**src/rtl/gray_seq_pkg.sv**
```systemverilog
// Shared types and constants for the two-requester Gray-code sequence arbiter.
// Width decode: a 4-bit job width field of 0 selects the full 16-bit code.
package gray_seq_pkg;

  localparam int NUM_REQ = 2;
  localparam int DATA_W  = 16;
  localparam int LEN_W   = 16;
  localparam int BITS_W  = 4;
  localparam int WIDTH_W = 5;

  localparam logic [WIDTH_W-1:0] WIDTH_ZERO_CODE = 5'd16;

  typedef enum logic {
    ST_IDLE = 1'b0,
    ST_RUN  = 1'b1
  } state_t;

  function automatic logic [WIDTH_W-1:0] decode_width(input logic [BITS_W-1:0] bits);
    return (bits == '0) ? WIDTH_ZERO_CODE : {1'b0, bits};
  endfunction

endpackage

```
**src/rtl/gray_mask_encode.sv**
```systemverilog
// Advances the binary beat counter modulo 2^width and returns the Gray code
// of the advanced value; purely combinational.
module gray_mask_encode
  import gray_seq_pkg::*;
#(
  parameter int DATA_W = gray_seq_pkg::DATA_W
) (
  input  logic [DATA_W-1:0]  b,
  input  logic [WIDTH_W-1:0] width,
  output logic [DATA_W-1:0]  b_next,
  output logic [DATA_W-1:0]  gray_next
);

  logic [DATA_W-1:0] mask;

  // Thermometer mask: bit gi is kept when gi lies below the job width.
  for (genvar gi = 0; gi < DATA_W; gi++) begin : g_mask
    localparam int unsigned IDX = gi;
    assign mask[gi] = (IDX < 32'(width));
  end

  assign b_next    = (b + DATA_W'(1)) & mask;
  assign gray_next = b_next ^ (b_next >> 1);

endmodule

```
**src/rtl/gray_seq_arbiter.sv**
```systemverilog
// Round-robin arbiter sharing one Gray-code sequence engine between two
// requesters; streams the granted job's codes on a valid/ready port.
module gray_seq_arbiter
  import gray_seq_pkg::*;
#(
  parameter int DATA_W = gray_seq_pkg::DATA_W,
  parameter int LEN_W  = gray_seq_pkg::LEN_W
) (
  input  logic                clk,
  input  logic                rst,
  input  logic [NUM_REQ-1:0]  req_valid,
  output logic [NUM_REQ-1:0]  req_ready,
  input  logic [BITS_W-1:0]   req0_bits,
  input  logic [BITS_W-1:0]   req1_bits,
  input  logic [LEN_W-1:0]    req0_len_m1,
  input  logic [LEN_W-1:0]    req1_len_m1,
  output logic                out_valid,
  input  logic                out_ready,
  output logic [DATA_W-1:0]   out_data,
  output logic                out_id,
  output logic                out_last,
  output logic                busy
);

  state_t             state_reg, state_next;
  logic               rr_ptr_reg, rr_ptr_next;
  logic [WIDTH_W-1:0] width_reg, width_next;
  logic [DATA_W-1:0]  cnt_reg, cnt_next;
  logic [LEN_W-1:0]   remaining_reg, remaining_next;
  logic               id_reg, id_next;
  logic               out_valid_reg, out_valid_next;
  logic [DATA_W-1:0]  out_data_reg, out_data_next;
  logic               out_last_reg, out_last_next;
  logic               busy_reg, busy_next;

  logic               grant_id;
  logic               accept;
  logic               fire;
  logic [BITS_W-1:0]  sel_bits;
  logic [LEN_W-1:0]   sel_len;
  logic [DATA_W-1:0]  b_next;
  logic [DATA_W-1:0]  gray_next;

  // The pointer only breaks ties; a lone requester is always granted.
  assign grant_id = (&req_valid) ? rr_ptr_reg : req_valid[1];
  assign accept   = (state_reg == ST_IDLE) && (|req_valid) && !rst;
  assign fire     = out_valid_reg && out_ready;
  assign sel_bits = grant_id ? req1_bits : req0_bits;
  assign sel_len  = grant_id ? req1_len_m1 : req0_len_m1;

  for (genvar gi = 0; gi < NUM_REQ; gi++) begin : g_ready
    assign req_ready[gi] = accept && (grant_id == 1'(gi));
  end

  gray_mask_encode #(.DATA_W(DATA_W)) u_encode (
    .b         (cnt_reg),
    .width     (width_reg),
    .b_next    (b_next),
    .gray_next (gray_next)
  );

  always_comb begin
    state_next     = state_reg;
    rr_ptr_next    = rr_ptr_reg;
    width_next     = width_reg;
    cnt_next       = cnt_reg;
    remaining_next = remaining_reg;
    id_next        = id_reg;
    out_valid_next = out_valid_reg;
    out_data_next  = out_data_reg;
    out_last_next  = out_last_reg;
    busy_next      = busy_reg;
    case (state_reg)
      ST_IDLE: begin
        if (accept) begin
          state_next     = ST_RUN;
          width_next     = decode_width(sel_bits);
          cnt_next       = '0;
          remaining_next = sel_len;
          id_next        = grant_id;
          out_valid_next = 1'b1;
          out_data_next  = '0;
          out_last_next  = (sel_len == '0);
          busy_next      = 1'b1;
        end
      end
      ST_RUN: begin
        if (fire) begin
          if (out_last_reg) begin
            state_next     = ST_IDLE;
            rr_ptr_next    = ~id_reg;
            out_valid_next = 1'b0;
            out_last_next  = 1'b0;
            busy_next      = 1'b0;
          end else begin
            // The registered code always tracks the registered counter.
            cnt_next       = b_next;
            remaining_next = remaining_reg - LEN_W'(1);
            out_data_next  = gray_next;
            out_last_next  = (remaining_reg == LEN_W'(1));
          end
        end
      end
      default: state_next = ST_IDLE;
    endcase
  end

  always_ff @(posedge clk or posedge rst) begin
    if (rst) begin
      state_reg     <= ST_IDLE;
      rr_ptr_reg    <= 1'b0;
      width_reg     <= '0;
      cnt_reg       <= '0;
      remaining_reg <= '0;
      id_reg        <= 1'b0;
      out_valid_reg <= 1'b0;
      out_data_reg  <= '0;
      out_last_reg  <= 1'b0;
      busy_reg      <= 1'b0;
    end else begin
      state_reg     <= state_next;
      rr_ptr_reg    <= rr_ptr_next;
      width_reg     <= width_next;
      cnt_reg       <= cnt_next;
      remaining_reg <= remaining_next;
      id_reg        <= id_next;
      out_valid_reg <= out_valid_next;
      out_data_reg  <= out_data_next;
      out_last_reg  <= out_last_next;
      busy_reg      <= busy_next;
    end
  end

  assign out_valid = out_valid_reg;
  assign out_data  = out_data_reg;
  assign out_id    = id_reg;
  assign out_last  = out_last_reg;
  assign busy      = busy_reg;

endmodule

```
**config.mk**
```make
export PLATFORM = sky130hd
export DESIGN_NAME = gray_seq_arbiter
export DESIGN_NICKNAME = d
export VERILOG_FILES = /design/src/rtl/gray_seq_pkg.sv /design/src/rtl/gray_mask_encode.sv /design/src/rtl/gray_seq_arbiter.sv
export SDC_FILE = /design/constraint.sdc
export NUM_CORES = 1
export LEC_CHECK = 0
export BUFFER_PORTS_ARGS = -buffer_cell sky130_fd_sc_hd__buf_2
export CAP_MARGIN = 20
export CORE_AREA = 2 2 69 103
export CTS_CLUSTER_DIAMETER = 60
export CTS_CLUSTER_SIZE = 30
export DETAILED_ROUTE_END_ITERATION = 12
export DIE_AREA = 0 0 71 105
export MAX_ROUTING_LAYER = met4
export PLACE_DENSITY = 0.77
export SETUP_SLACK_MARGIN = 0.15
export SYNTH_ARGS = -nofsm -noshare
export SYNTH_HDL_FRONTEND = slang
export SYNTH_SLANG_ARGS = --single-unit
```
**constraint.sdc**
```tcl
create_clock -name clk -period 3.26 [get_ports clk]
set_input_delay 0.652 -clock clk [delete_from_list [all_inputs] [get_ports clk]]
set_output_delay 0.652 -clock clk [all_outputs]
set_load 0.02 [all_outputs]
```
==> results of run 1 <==
-- synth_stat cells, drive strengths merged --
| master | n |
|---|---|
| a221o | 1 |
| nor4 | 14 |
| o311ai | 1 |
| nor3 | 7 |
| o21a | 3 |
| a22o | 13 |
| or2b | 1 |
| and3 | 5 |
| a21oi | 37 |
| o31ai | 4 |
| xor2 | 11 |
| nand4b | 1 |
| a22oi | 1 |
| ha | 3 |
| a2bb2oi | 2 |
| nand3 | 9 |
| or4 | 4 |
| clkbuf | 15 |
| o21ai | 42 |
| nand2 | 66 |
| dfrtp | 57 |
| o211ai | 1 |
| o22ai | 7 |
| nand2b | 3 |
| a211oi | 1 |
| xnor2 | 11 |
| or3 | 6 |
| nor2 | 49 |
| buf | 11 |
| nand4 | 8 |
| mux2i | 11 |
| o41ai | 2 |
| or2 | 2 |
| and2 | 3 |
| inv | 10 |
| a32o | 2 |
| o32ai | 3 |
-- power groups by stage --
stage,Combinational (mW),Sequential [mW],Clock (mW)
floorplan,0.913,1.07,0
global placement,1.11,1.11,0
detailed placement,1.15,1.12,0
CTS,1.15,1.11,0.673
global route,1.29,1.15,0.711
finish,1.15,1.12,0.666
-- layout by cell type (no fill, tap or decap), types with 2 or more instances in the layout --
cell       count
a21oi_1       35
a21oi_2        2
a22o_1        13
a2bb2oi_1      2
and2_1         3
and3_1         5
buf_2         66
buf_4          7
clkbuf_8      11
clkinv_2       2
dfrtp_1       57
ha_1           3
inv_1          8
inv_2          2
mux2i_1       11
nand2_1       66
nand2b_1       3
nand3_1        8
nand4_1        8
nor2_1        48
nor3_1         5
nor3_2         2
nor4_1        14
o21a_1         3
o21ai_0       14
o21ai_1       28
o22ai_1        7
o31ai_1        4
o32ai_1        3
o41ai_1        2
or3_1          6
or4_1          2
or4_4          2
xnor2_1       11
xor2_1        11
-- cells by family after synthesis --
kind of cell	Yosys count	share of synthesized area, %
and+or+nand+nor	178	23.9
AOI/OAI and AO/OA	120	21.0
DFF	57	40.6
buffers and inverters	36	4.74
xor gates and xnor gates	22	5.49
muxes	11	3.14
adders and majority gates	3	1.07
-- metal layers --
layer	global-route usage [%]	wire length (um)
met1	27.0	3430
met2	43.6	4560
met3	5.69	391
met4	14.4	281
met5	-	0
-- final cells by class --
type / count / share of cell area (%)
Multi-Input combinational cell: 334 / 47.3
Clock inverter: 3 / 0.988
Clock buffer: 12 / 3.83
Sequential cell: 57 / 35.2
Timing Repair Buffer: 73 / 9.44
Inverter: 10 / 0.926
Tap cell: 76 / 2.35
-- path summary, 6_finish.rpt --
| check | depth (start not counted) | startpoint | slack, ps | to |
|---|---|---|---|---|
| setup / recovery | 6 | req_valid[0] | 810 | req_ready[1] |
| hold / removal | 2 | rst | 330 | remaining_reg[12] |
| setup reg to reg | 5 | state_reg | 870 | cnt_reg[3] |
| hold reg to reg | 2 | out_data[13] | 470 | out_data[13] |
| max in group asynchronous | 3 | rst | 2090 | out_data[5] |
| min in group clk | 2 | out_data[13] | 470 | out_data[13] |
-- worst reg2reg max path: cells and delay by family, from the launching register on --
kind                   cells  cell delay [ps]
AO/OA/AOI/OAI              2              800
buffers and inverters      1              370
flip-flops                 1              360
AND/OR/NAND/NOR            2              740
==> results by group, run 1 <==
Clock network
  • Root buffer selected by CTS: clkbuf_8
  • Clock sinks: 57
  • TritonCTS clock tree: yes
  • H-tree Lvls: 3
  • Post-CTS sizing: 0
  • Worst-skew pair later-pin latency: roughly 340 ps
  • Hold buffers post-CTS: 0
  • Clock Path Buffers: 2
  • Reg clk slew, reported paths: 70 ps
  • TritonCTS Buffers: 9
  • Post-CTS setup buffer count: 0

Power
  • Switching power: between 1 and 1.5 mW
  • Internal power: roughly 1.7 mW
  • Seq pwr share: between 30% and 40%
  • VDD IR-drop max: about 0.00034 V
  • Leakage power total: 1.83 nW
  • PD cells: 724 mW/mm2
  • Power, Total: between 2 and 3 mW
  • Combinational fraction of design power: around 39%
  • Sw frac: a little over two fifths
  • Clock Power Share: between 20% and 30%

STA
  • Setup ws final: between 800 and 900 ps
  • Pins Over Slew Limit: 0
  • Final hold viol count: 0
  • Hold Slack: about 330 ps
  • Min cycle time layout: approximately 2400 ps
  • Worst Tran Pin Value: 793 ps
  • RSZ-0062 raised after global routing: no
  • Final period util: 75.1%
  • Setup violations, final: 0
  • Relative slew slack: 47.0%
  • TNS Setup: 0 ps
  • Fmax: between 400 and 500 MHz
  • Clk_skew: approximately 9.2 ps

Critical path
  • Delay-heaviest family, CP: compound AO/OA/AOI/OAI gates
  • Worst setup EP type: primary output
  • Critical path buffers and inverters: 4
  • CP Launch Type: input pin
  • Crit-path cells: buf_2, inv_1, o21a_1, nand2_1, inv_1, buf_2
  • CP max stage delay: about 550 ps
  • Slowest CP cell: o21a_1
  • Worst Path Max Fanout: 19
  • CP arrival: 1800 ps
  • Required @ worst endpoint: around 2600 ps
  • Critical setup path kind: input pin to primary output

Logic synthesis
  • FF+latch count, synth: 57
  • Synth area leaders: dfrtp_1 (41%), nand2_1 (7.1%), nor2_1 (5.1%), a21oi_1 (5.0%), o21ai_1 (4.0%)
  • Mean Syn Cell Area: just over 8 um2
  • Area share of the largest cell type after synthesis: 40.6%
  • Yosys warnings: 0
  • Seq/Total Area, Yosys: about two fifths
  • Cell variety after synth: 50
  • Synthesized area: roughly 0.0035 mm2
  • Area leader, netlist: dfrtp_1
  • Syn Nets: approximately 480
  • Mapped Cells: between 400 and 500

Floorplanning
  • Cell Rows: 36
  • Die area: 0.00746 mm2
  • Die W: between 70 and 80 um
  • Die height: about 110 um
  • Initial Util: 53.7%
  • IO Count: 67
  • Area of the core: approximately 0.0065 mm2

Place
  • Placer Congestion: between 0.8 and 0.9
  • DP HPWL: ~6300 um
  • DP Worst Slack: 777 ps
  • Placed cells: 550
  • Area post-placement: 0.00386 mm2
  • Port Buffer Count: between 60 and 70

Cells and area
  • NumNets Final: 533
  • Cell Count, Final, Fillers Out: between 500 and 600
  • Layout cell share with drive strength beyond 1: 20.2%
  • Antenna cells: 0
  • Multi-input gate area: 0.00192 mm2
  • Finished Cell Area: around 0.0041 mm2
  • Filler Cells Inserted: 587
  • Total area of sequential cells: about 0.0014 mm2
  • Synth-to-layout area growth: 15.5%
  • Final Core Density: 62.1%

Global routing
  • GRT overflow: 0
  • Initial antenna violation count: 0
  • Vias in the first global route: 3291
  • First-pass GRT wire length: 14800 um
  • GRT Resource Usage Total: 25.7%
  • Largest net degree at the start of global routing: between 40 and 50

Min path
  • Tightest Hold Check Type: input pin to async pin

Detailed routing
  • Vias/cell: 5.93
  • Drt total wl: roughly 8700 um
  • DRT iter0 DRCs: 286
  • DRT Pass-1 Iters: 6
  • # DRC: 0
  • DRT antenna net count: 0
  • Via count: 3351
  • DR WL/cell: roughly 15 um

Job
  • Number of max-cap violations: 0

Outcome
  • Outcome: completed
Power figures use the tool's default switching activity.
==> run 2, diff against run 1 <==
--- a/config.mk
+++ b/config.mk
@@ -7,13 +7,13 @@
 export LEC_CHECK = 0
 export BUFFER_PORTS_ARGS = -buffer_cell sky130_fd_sc_hd__buf_2
 export CAP_MARGIN = 20
-export CORE_AREA = 2 2 69 103
+export CORE_AREA = 2 2 72 108
 export CTS_CLUSTER_DIAMETER = 60
 export CTS_CLUSTER_SIZE = 30
 export DETAILED_ROUTE_END_ITERATION = 12
-export DIE_AREA = 0 0 71 105
+export DIE_AREA = 0 0 74 110
 export MAX_ROUTING_LAYER = met4
-export PLACE_DENSITY = 0.77
+export PLACE_DENSITY = 0.74
 export SETUP_SLACK_MARGIN = 0.15
 export SYNTH_ARGS = -nofsm -noshare
 export SYNTH_HDL_FRONTEND = slang
==> constraint.sdc (replaced) <==
create_clock -name clk -period 2.05 [get_ports clk]
set_input_delay 0.41 -clock clk [delete_from_list [all_inputs] [get_ports clk]]
set_output_delay 0.41 -clock clk [all_outputs]
set_load 0.02 [all_outputs]
==> run 2 against run 1 <==
Net effect: critical path type is now register to register; non-clock buffer count increased by 23; combinational power is 97% higher; power grew 79%; sequential power increased by 52%.
==> results by group, run 2 (synthesized netlist as in run 1, its figures left out) <==
Outcome
  • Outcome: completed

STA
  • Fmax: around 520 MHz
  • Final period util: 93.3%
  • TNS Setup: 0 ps
  • Pins Over Slew Limit: 0
  • Setup ws final: roughly 140 ps
  • Relative slew slack: between 60% and 70%
  • RSZ-0062 raised after global routing: yes
  • Worst Tran Pin Value: 574 ps
  • Clk_skew: around 6.3 ps
  • Min cycle time layout: ~1900 ps
  • Setup violations, final: 0
  • Final hold viol count: 0

Detailed routing
  • DRT iter0 DRCs: 261
  • DRT antenna net count: 0
  • Drt total wl: ~9200 um
  • # DRC: 0
  • DRT Pass-1 Iters: 4
  • Via count: 3506
  • DR WL/cell: 15.0 um
  • Vias/cell: roughly 5.7

Min path
  • Tightest Hold Check Type: input pin to async pin

Critical path
  • CP Launch Point: remaining_reg[7]
  • Stages on worst setup path: 5
  • Required @ worst endpoint: ~2300 ps
  • CP Launch Type: register
  • Reg-to-Reg End: remaining_reg[15]
  • Reg-to-Reg Start: remaining_reg[7]
  • Critical path buffers and inverters: 0
  • Critical setup path kind: register to register
  • Delay-heaviest family, CP: simple AND/OR/NAND/NOR gates
  • Worst Path Max Fanout: 4
  • CP most frequent cell: or4_4
  • CP max stage delay: 550 ps
  • Slowest CP cell: or4_4
  • Reg2reg setup slack: around 140 ps
  • Reg2Reg Depth: 5
  • CP arrival: 2140 ps
  • Worst setup EP type: register
  • Crit-path cells: or4_4, or4_4, nor3_4, a32o_2, a21oi_2

Floorplanning
  • Die W: 74 um
  • IO Count: 67
  • Initial Util: between 40% and 50%
  • Area of the core: ~0.007 mm2
  • Die height: approximately 110 um
  • Cell Rows: 38
  • Die area: between 0.008 and 0.009 mm2

Clock network
  • Root buffer selected by CTS: clkbuf_8
  • TritonCTS Buffers: 9
  • Worst-skew pair later-pin latency: approximately 340 ps
  • TritonCTS clock tree: yes
  • Reg clk slew, reported paths: approximately 70 ps
  • Clock sinks: 57
  • H-tree Lvls: 3
  • Clock Path Buffers: 2
  • Hold buffers post-CTS: 0

Global routing
  • Initial antenna violation count: 0
  • First-pass GRT wire length: between 15000 and 20000 um
  • GRT Resource Usage Total: 25.2%
  • GRT overflow: 0
  • Largest net degree at the start of global routing: 33
  • Vias in the first global route: around 3300

Cells and area
  • Layout cell share with drive strength beyond 1: a little over a quarter
  • Commonest non-fill, non-tap cells in the layout: nand2_1 (65), buf_2 (65), dfrtp_1 (54)
  • Synth-to-layout area growth: 25.8%
  • Multi-input gate area: between 0.0015 and 0.002 mm2
  • Final Core Density: between 60 and 70%
  • NumNets Final: between 500 and 600
  • Filler Cells Inserted: ~600
  • Total area of sequential cells: between 0.001 and 0.0015 mm2
  • Antenna cells: 0

Power
  • Power, Total: between 5 and 6 mW
  • PD cells: between 1000 and 1500 mW/mm2
  • Leakage power total: slightly below 2 nW
  • Clock Power Share: between 20% and 30%
  • Internal power: between 3 and 4 mW
  • Combinational fraction of design power: a little over two fifths
  • Sw frac: ~40%
  • VDD IR-drop max: around 0.00056 V
  • Switching power: about 2.1 mW
  • Seq pwr share: 32.4%

Place
  • DP HPWL: approximately 6800 um
  • Placer Congestion: just under 0.9
  • Port Buffer Count: 66
  • DP Worst Slack: 105 ps

Job
  • Number of max-cap violations: 0
-- run 2: cell types whose count changed in the layout (fill, tap and decap cells not counted), sizes merged --
cell,change
clkinvlp,+2
clkbuf,-3
buf,+23
bufinv,+2
-- run 2: repair_timing --
action | CTS | global route
gates resized for setup | 5 | 11
pin swaps | 0 | 3
setup endpoints to repair | 7 | 16
setup buffers | 3 | 4
hold endpoints to repair | 0 | 0
-- run 2: metrics by stage --
step / hold WS [ps] / cell area, um2 / std cells
finish: 143 / 4420 / 613
global route: 170 / 4420 / 613
CTS: 138 / 4350 / 609
detailed placement: 470 / 4060 / 590
global placement: 462 / 4060 / 590
floorplan: 471 / 3510 / 427
-- run 2: worst register-to-register path, delay by kind of cell (launching register included) --
kind	cells	cell delay, ps
flops	1	380
compound gates	2	250
simple gates	3	1160
-- run 2: layout make-up --
type / instances / share of cell area [%]
multi-input combinational: 334 / 44.6
sequential: 57 / 32.4
timing repair buffer: 96 / 13.9
tap: 100 / 2.83
clock buffer: 9 / 2.80
clock inverter: 7 / 2.69
inverter: 10 / 0.850
-- run 2: how the worst max path moves through the flow --
stage                                    to  slack, ps
after detailed placement       out_data[13]        100
after floorplan           remaining_reg[15]        140
after global routing      remaining_reg[15]         30
final                     remaining_reg[15]        140
after CTS                 remaining_reg[15]        150
after global placement         out_data[13]        150
-- run 2: metal layers --
| metal | share of wire, % | routed length, um | up-vias | GRT usage, % |
|---|---|---|---|---|
| met3 | 3.9 | 356 | 19 | 4.00 |
| met5 | 0 | 0 | - | - |
| met4 | 1.9 | 178 | 0 | 11.2 |
| met1 | 40 | 3650 | 1688 | 27.0 |
| li1 | - | - | 1690 | - |
| met2 | 55 | 5010 | 109 | 45.1 |
-- run 2: power by group through the flow --
stage	Sequential (mW)	Clock (mW)	Combinational (mW)
after CTS	1.67	1.31	2.18
after detailed placement	1.71	0	2.09
final	1.70	1.28	2.26
after global placement	1.69	0	2.06
after global routing	1.73	1.36	2.52
after floorplan	1.70	0	1.45
